===== config.mk =====
export PLATFORM = sky130hd
export DESIGN_NAME = control_execute
export DESIGN_NICKNAME = d
export VERILOG_FILES = /design/src/rtl/control_execute.sv
export SDC_FILE = /design/constraint.sdc
export NUM_CORES = 1
export LEC_CHECK = 0
export ABC_CLOCK_PERIOD_IN_PS = 1600
export BUFFER_PORTS_ARGS = -buffer_cell sky130_fd_sc_hd__buf_2
export CORE_MARGIN = 2
export CORE_UTILIZATION = 25
export DETAILED_ROUTE_END_ITERATION = 8
export PLACE_DENSITY = 0.53
export SLEW_MARGIN = 20
export SYNTH_ARGS = -nofsm -noshare
export SYNTH_HDL_FRONTEND = slang
export SYNTH_SLANG_ARGS = --single-unit

===== constraint.sdc =====
create_clock -name CLK -period 1.6 [get_ports CLK]
set_input_delay 0.24 -clock CLK [delete_from_list [all_inputs] [get_ports CLK]]
set_output_delay 0.24 -clock CLK [all_outputs]
set_load 0.01 [all_outputs]

===== src/rtl/control_execute.sv =====
// control_execute: execute-stage sequencer for the DEC/EXE -> EXE/WB pipeline.
// Accepts one op from the DEC/EXE buffer, runs it as ALU, memory or
// multi-cycle, stalls decode for non-ALU ops and releases it on completion.
// Optional feature: define EXE_MEM_TIMEOUT_EN to abort a memory access that
// has not completed by its 16th cycle (raises MemErr, releases decode).
module control_execute (
   input  logic       CLK,
   input  logic       RST,
   input  logic       DecExeValid,
   input  logic [1:0] OpClass,
   input  logic [3:0] MulCycles,
   input  logic       MemReady,
   output logic       MemReq,
   output logic       MemWr,
   output logic       AluStart,
   output logic       ExeWbBufferWr,
   output logic       SetStallDec,
   output logic       ClrStallDec,
   output logic       IsExeBusy,
   output logic       ExeOverrun,
   output logic       MemErr
);

   typedef enum logic [2:0] {
      EXE_IDLE = 3'd0,
      EXE_ALU  = 3'd1,
      EXE_MEM  = 3'd2,
      EXE_MUL  = 3'd3,
      EXE_WB   = 3'd4
   } exeState_t;

   exeState_t  r_state;
   exeState_t  w_nextState;
   logic [1:0] r_opClass;
   logic [3:0] r_mulCnt;
   logic       r_mulFirst;
   logic       r_overrun;
`ifdef EXE_MEM_TIMEOUT_EN
   logic [3:0] r_memCnt;
`endif

   logic w_memReq;
   logic w_memWr;
   logic w_aluStart;
   logic w_exeWbBufferWr;
   logic w_setStallDec;
   logic w_clrStallDec;
   logic w_memErr;

   // State register; reset always returns to idle so an aborted op never completes
   always_ff @(posedge CLK) begin
      if (RST) begin
         r_state <= EXE_IDLE;
      end else begin
         r_state <= w_nextState;
      end
   end

   // Latched op, multi-cycle down-counter and the sticky overrun flag
   always_ff @(posedge CLK) begin
      if (RST) begin
         r_opClass  <= 2'b00;
         r_mulCnt   <= 4'd0;
         r_mulFirst <= 1'b0;
         r_overrun  <= 1'b0;
      end else begin
         if (r_state == EXE_IDLE && DecExeValid) begin
            r_opClass  <= OpClass;
            r_mulCnt   <= (MulCycles == 4'd0) ? 4'd1 : MulCycles;
            r_mulFirst <= 1'b1;
         end
         if (r_state == EXE_MUL) begin
            r_mulFirst <= 1'b0;
            r_mulCnt   <= r_mulCnt - 4'd1;
         end
         if (r_state != EXE_IDLE && DecExeValid) begin
            r_overrun <= 1'b1;
         end
      end
   end

`ifdef EXE_MEM_TIMEOUT_EN
   // Counts consecutive memory-wait cycles; zero in the first EXE_MEM cycle
   always_ff @(posedge CLK) begin
      if (RST) begin
         r_memCnt <= 4'd0;
      end else if (r_state == EXE_MEM) begin
         r_memCnt <= r_memCnt + 4'd1;
      end else begin
         r_memCnt <= 4'd0;
      end
   end
`endif

   // Next-state and output decode; reset overrides everything, including the
   // combinational stall request raised in the acceptance cycle
   always_comb begin
      w_nextState     = r_state;
      w_memReq        = 1'b0;
      w_memWr         = 1'b0;
      w_aluStart      = 1'b0;
      w_exeWbBufferWr = 1'b0;
      w_setStallDec   = 1'b0;
      w_clrStallDec   = 1'b0;
      w_memErr        = 1'b0;
      case (r_state)
         EXE_IDLE: begin
            if (DecExeValid) begin
               w_setStallDec = (OpClass != 2'b00);
               case (OpClass)
                  2'b00:   w_nextState = EXE_ALU;
                  2'b11:   w_nextState = EXE_MUL;
                  default: w_nextState = EXE_MEM;
               endcase
            end
         end
         EXE_ALU: begin
            w_aluStart      = 1'b1;
            w_exeWbBufferWr = 1'b1;
            w_nextState     = EXE_IDLE;
         end
         EXE_MEM: begin
            w_memReq = 1'b1;
            w_memWr  = (r_opClass == 2'b10);
            if (MemReady) begin
               w_nextState = EXE_WB;
            end
`ifdef EXE_MEM_TIMEOUT_EN
            else if (r_memCnt == 4'd15) begin
               w_memErr      = 1'b1;
               w_clrStallDec = 1'b1;
               w_nextState   = EXE_IDLE;
            end
`endif
         end
         EXE_MUL: begin
            w_aluStart = r_mulFirst;
            if (r_mulCnt <= 4'd1) begin
               w_nextState = EXE_WB;
            end
         end
         EXE_WB: begin
            w_exeWbBufferWr = 1'b1;
            w_clrStallDec   = 1'b1;
            w_nextState     = EXE_IDLE;
         end
         default: begin
            w_nextState = EXE_IDLE;
         end
      endcase
      if (RST) begin
         w_nextState     = EXE_IDLE;
         w_memReq        = 1'b0;
         w_memWr         = 1'b0;
         w_aluStart      = 1'b0;
         w_exeWbBufferWr = 1'b0;
         w_setStallDec   = 1'b0;
         w_clrStallDec   = 1'b0;
         w_memErr        = 1'b0;
      end
   end

   assign MemReq        = w_memReq;
   assign MemWr         = w_memWr;
   assign AluStart      = w_aluStart;
   assign ExeWbBufferWr = w_exeWbBufferWr;
   assign SetStallDec   = w_setStallDec;
   assign ClrStallDec   = w_clrStallDec;
   assign MemErr        = w_memErr;
   assign IsExeBusy     = (r_state != EXE_IDLE) && !RST;
   assign ExeOverrun    = r_overrun && !RST;

endmodule


# Word level (Yosys, flattened, before mapping)
# Index checks and enable logic that the tools add are counted.
dict set report totals {
  regBits 11
  output_inout_bits 9
  elab_cells 51
}
dict set report op_classes {
  add_sub_neg 1
  magnitude_cmp 1
  n_eq_ne 9
  muxes 21
  n_reduce_logical 14
}
# operator count
set op_table {}
lappend op_table {{2-to-1 mux 1 bit} 12}
lappend op_table {{2-to-1 mux 4 bit} 3}
lappend op_table {{2-to-1 mux 3 bit} 3}
lappend op_table {{case mux 3 bit (3 select lines)} 1}
lappend op_table {{== test 3 x 2 -> 1 bit, second input constant} 2}
lappend op_table {{== test 2 bit, second input constant} 2}
lappend op_table {{less-or-equal comparator 4 x 1 -> 1 bit, second input constant} 1}
lappend op_table {{logical AND 1 bit} 4}
lappend op_table {{logical NOT 4 bit} 1}
lappend op_table {{!= test 2 bit, second input constant} 2}
lappend op_table {{case mux 2 bit (2 select lines)} 1}
lappend op_table {{nonzero test 2 bit} 2}
lappend op_table {{OR reduction 2 bit} 2}
lappend op_table {{subtractor 4 x 1 -> 4 bit, second input constant} 1}
lappend op_table {{== test 3 x 1 -> 1 bit, second input constant} 1}
lappend op_table {{== test 3 bit, second input constant} 1}
lappend op_table {{logical NOT 3 bit} 1}
lappend op_table {{AND reduction 3 bit} 1}
lappend op_table {{nonzero test 3 bit} 1}
lappend op_table {{logical NOT 2 bit} 1}
lappend op_table {{!= test 2 x 1 -> 1 bit, second input constant} 1}
lappend op_table {{case mux 1 bit (2 select lines)} 1}
lappend op_table {{logical NOT 1 bit} 1}

# Longest topological paths before layout
dict set report logic_depth {
  depth_word 4
  mapped_depth 5
  mapped_depth_nobuf 5
}

# Worst setup path before layout
# Ideal clock, no wire load.
dict set report synth_path {
  path_type {register to output}
  from {register r_state[1]}
  to {output SetStallDec}
  t_arrival_ps 1167
  path_slack_ps 193
  stages_incl_launch_ff 4
  n_path_buf 1
  path_cell_list {dfxtp_1 -> or4b_1 -> buf_2 -> nor3_2}
}
dict set report synth_between {
  elab_chain_cells 3
}
# element line
set synth_rtl {}
lappend synth_rtl {{start, declared} 32} ;# exeState_t r_state;
lappend synth_rtl {{start signal, assigned} 55} ;# r_state <= w_nextState;
lappend synth_rtl {{logical NOT 3 bit} 106} ;# case (r_state)
lappend synth_rtl {{2-to-1 mux 1 bit} 106}
lappend synth_rtl {{2-to-1 mux 1 bit} 151} ;# if (RST) begin
lappend synth_rtl {{end, declared} 17} ;# output logic SetStallDec,
# Every way passes these cells.

# Final worst setup path
dict set report layout_path {
  from {register r_state[2]}
  to {output MemWr}
}
dict set report layout_between {
  elab_chain_cells 3
}
# element line
set layout_rtl {}
lappend layout_rtl {{== test 3 x 2 -> 1 bit} 106}
lappend layout_rtl {{2-to-1 mux 1 bit} 106}
lappend layout_rtl {{2-to-1 mux 1 bit} 151}
lappend layout_rtl {{end, declared} 14} ;# output logic MemWr,
# Every way passes these cells.

==> flow_summary.json <==
{
  "timing.critical_path.to_type": "output port",
  "dominantRegCellSynth": "sky130_fd_sc_hd__dfxtp_1",
  "mostFrequentLayoutCells": "sky130_fd_sc_hd__buf_2 (16), sky130_fd_sc_hd__buf_4 (10), sky130_fd_sc_hd__dfxtp_1 (8)",
  "cp.required_ns": 1.36,
  "grt_setup_unrepaired": "true",
  "source_to_sink_clock_delay_at_the_later_pin_of_the_worst_skew_pair_ns": 0.28,
  "cts_max_path_buffers": 2,
  "routed_via_density": 4.85,
  "timing.clock.skew_ns": 0.0125,
  "ys_ff_latch": 11,
  "cts_tree": "yes",
  "route.final.wire_length_um": 1760,
  "initial_cell_density_of_the_core_pct": 26.2,
  "first_pass_grt_wire_length_um": 3120,
  "grt_max_degree": 14,
  "place_congestion": 0.716,
  "critical_path.slowest_cell": "sky130_fd_sc_hd__dfxtp_2",
  "use_met2_pct": 20.6,
  "holdCritPathClass": "input pin to flip-flop",
  "clkSlewWorstSetupHoldPaths_ns": 0.08,
  "cp.depth": 5,
  "firstDrtPassIters": 4,
  "first_global_vias": 702,
  "layout-drive-gt1-share_pct": 37.8,
  "floorplan.io_pins": 19,
  "cts_hold_buffers": 0,
  "vdd_ir_drop_max_v": 0.000427,
  "fin_setup_tns_ns": -0.115,
  "worstPathMaxFanout": 2,
  "ctsHtreeMaxLevel": 1,
  "die_w_um": 57.5,
  "rr_worst_depth": 6,
  "cap_viol_max_count": 0,
  "placement.io_buffers": 17,
  "result_of_the_run": "finished, violations left",
  "cts.root.buffer_cell": "sky130_fd_sc_hd__clkbuf_4",
  "final_critical_path_setup_slack_ns": -0.0620,
  "ys_seq_area_share_pct": 30.8,
  "period_minus_slack_ns": 1.66,
  "final-setup-viol-count": 2,
  "post_synth_num_cell_types": 35,
  "layout-area-overhead-vs-synth_pct": 30.2,
  "num_vias": 689,
  "core_sq_um": 2730,
  "placementRows": 19,
  "nNetsFinal": 126,
  "startpoint_type": "flip-flop",
  "asyncSetResetFlopFracSynth_pct": 0,
  "tritoncts_buffers": 3,
  "fp.dieArea_sq_um": 3310,
  "drt_iter0_markers": 6,
  "tritoncts_num_sinks": 11,
  "post_synth_instance_area_sq_um": 716,
  "max_freq_mhz": 602,
  "fin_crit_sh_pct": 104,
  "num_antenna_cells": 0,
  "synth_edf_count": 0,
  "finalCoreUtilization_pct": 34.1,
  "synth_nets": 99,
  "synthesis.area_per_instance_sq_um": 8.42,
  "power.total_uw": 764,
  "finalMaxSlewViolations": 0,
  "number_of_remaining_drc_errors": 0,
  "yosysTopAreaCell": "sky130_fd_sc_hd__dfxtp_1",
  "routedWlPerCell_um": 12.4,
  "arrival_ns": 1.42,
  "path_cells": "buf_6 -> or2b_1 -> nor3_2 -> and3b_1 -> buf_2",
  "sum_of_overflow_across_all_layers_after_global_routing": 0,
  "synth.top_cell.area_share_pct": 30.8,
  "netlist_instances": 85,
  "worst_hold_path.num_cells": 3,
  "grt_usage_pct": 12.6,
  "die_height_um": 57.5,
  "failed_checks": "setup timing",
  "power.density_cell_area_nw_per_um2": 820,
  "global_route.peak_usage_layer": "met2",
  "synth.yosys.warnings": 0,
  "layout.cells.most_common": "sky130_fd_sc_hd__buf_2",
  "place_hpwl_um": 1350,
  "hold_fails_final_rpt": 0,
  "global_route.usage.met3_pct": 2.72,
  "drt.antenna.violating_nets": 0,
  "worst_path_dominant_cell_family": "simple AND/OR/NAND/NOR gates",
  "number_of_antenna_violations_at_the_first_check_in_global_routing": 0,
  "total_leakage_power_nw": 0.442,
  "synthTopCellsByArea": "sky130_fd_sc_hd__dfxtp_1 (31%), sky130_fd_sc_hd__ha_1 (7.0%), sky130_fd_sc_hd__a21oi_1 (4.2%)",
  "cp_slowest_stage_delay_ns": 0.32,
  "critical_path.n_buffers_inverters": 2,
  "grtUsageMet1_pct": 14.4,
  "critPathKind": "flip-flop to output port"
}
==> cell usage after synthesis (2+ instances only) <==
| cell | instances |
|---|---|
| sky130_fd_sc_hd__buf_4 | 2 |
| sky130_fd_sc_hd__nand2_1 | 7 |
| sky130_fd_sc_hd__nor3_2 | 2 |
| sky130_fd_sc_hd__o21ai_0 | 2 |
| sky130_fd_sc_hd__nor2_1 | 5 |
| sky130_fd_sc_hd__buf_2 | 2 |
| sky130_fd_sc_hd__ha_1 | 4 |
| sky130_fd_sc_hd__nand3_1 | 2 |
| sky130_fd_sc_hd__a21oi_1 | 6 |
| sky130_fd_sc_hd__a31oi_1 | 2 |
| sky130_fd_sc_hd__or3_1 | 2 |
| sky130_fd_sc_hd__dfxtp_1 | 11 |
| sky130_fd_sc_hd__and3b_1 | 3 |
| sky130_fd_sc_hd__nor3b_1 | 2 |
| sky130_fd_sc_hd__nor3_1 | 5 |
| sky130_fd_sc_hd__o31ai_1 | 2 |
| sky130_fd_sc_hd__a32o_1 | 2 |
| sky130_fd_sc_hd__inv_1 | 7 |
==> layout make-up <==
cell class | instances | area (sq um)
well taps | 31 | 38.8
clock buffers | 3 | 22.5
flip-flops and latches | 11 | 226
repair buffers | 28 | 178
clock inverters | 1 | 5.00
fillers | 283 | 1800
multi-input cells | 61 | 435
inverters | 7 | 26.3
==> stage by stage <==
| stage | area (sq um) | hold WS (ns) | instances | setup slack (ns) |
|---|---|---|---|---|
| 6_report | 932 | 0.194 | 142 | -0.0620 |
| 5_1_grt | 932 | 0.206 | 142 | -0.126 |
| 4_1_cts | 911 | 0.191 | 140 | -0.104 |
| 3_5_place_dp | 845 | 0.453 | 133 | 0.189 |
| 3_3_place_gp | 845 | 0.445 | 133 | 0.191 |
| 2_1_floorplan | 716 | 0.350 | 85 | 0.193 |
==> timing repair <==
action                                  4_1_cts  5_1_grt
buffers inserted                              3        2
pin swaps                                     2        2
resized for setup                             7        2
endpoints found under the setup margin        2        4
==> power breakdown <==
| part | switching [mW] | internal [mW] | leakage (nW) |
|---|---|---|---|
| Sequential | 0.0228 | 0.302 | 0.0920 |
| Combinational | 0.122 | 0.120 | 0.333 |
| Clock | 0.105 | 0.0929 | 0.0177 |
==> flip-flops by register name (all words and copies together), names as in the netlist <==
signal / cells
r_overrun: 1
r_mulCnt: 4
r_state: 3
r_mulFirst: 1
r_opClass: 2
==> path summary, 6_finish.rpt <==
path / from / endpoint / slack (ns)
worst max register to register: r_state[2]$_SDFFE_PP0P_ / r_mulCnt[0]$_SDFFE_PP0P_ / 0.18
worst min register to register: r_opClass[1]$_SDFFE_PP0P_ / r_opClass[1]$_SDFFE_PP0P_ / 0.46
worst min-delay path: OpClass[0] / r_opClass[0]$_SDFFE_PP0P_ / 0.19
worst max-delay path: r_state[2]$_SDFFE_PP0P_ / MemWr / -0.06
==> cell families (layout without fill, tap and decap cells) <==
logic type               Yosys count  after routing  share of synthesized area (%)
flip-flops                        11             11                           30.8
AND/OR/NAND/NOR                   34             34                           30.1
other                              1              1                          0.524
AO/OA/AOI/OAI                     20             20                           19.6
adder cells (fa/ha/maj)            4              4                           6.99
XOR/XNOR                           1              1                           1.22
multiplexers                       1              1                           1.57
buffers and inverters             13             39                           9.27
==> per-layer routing <==
metal	routed length (um)	up-vias
met2	853	14
met1	803	318
met4	55	0
met3	52	6
li1	-	351
met5	0	-
==> tightest hold or removal path: stages <==
cell                      delay, ns
sky130_fd_sc_hd__buf_2         0.10
sky130_fd_sc_hd__nand2_1       0.05
sky130_fd_sc_hd__a21oi_1       0.05
Note: power is estimated with default switching activity, not from simulation.
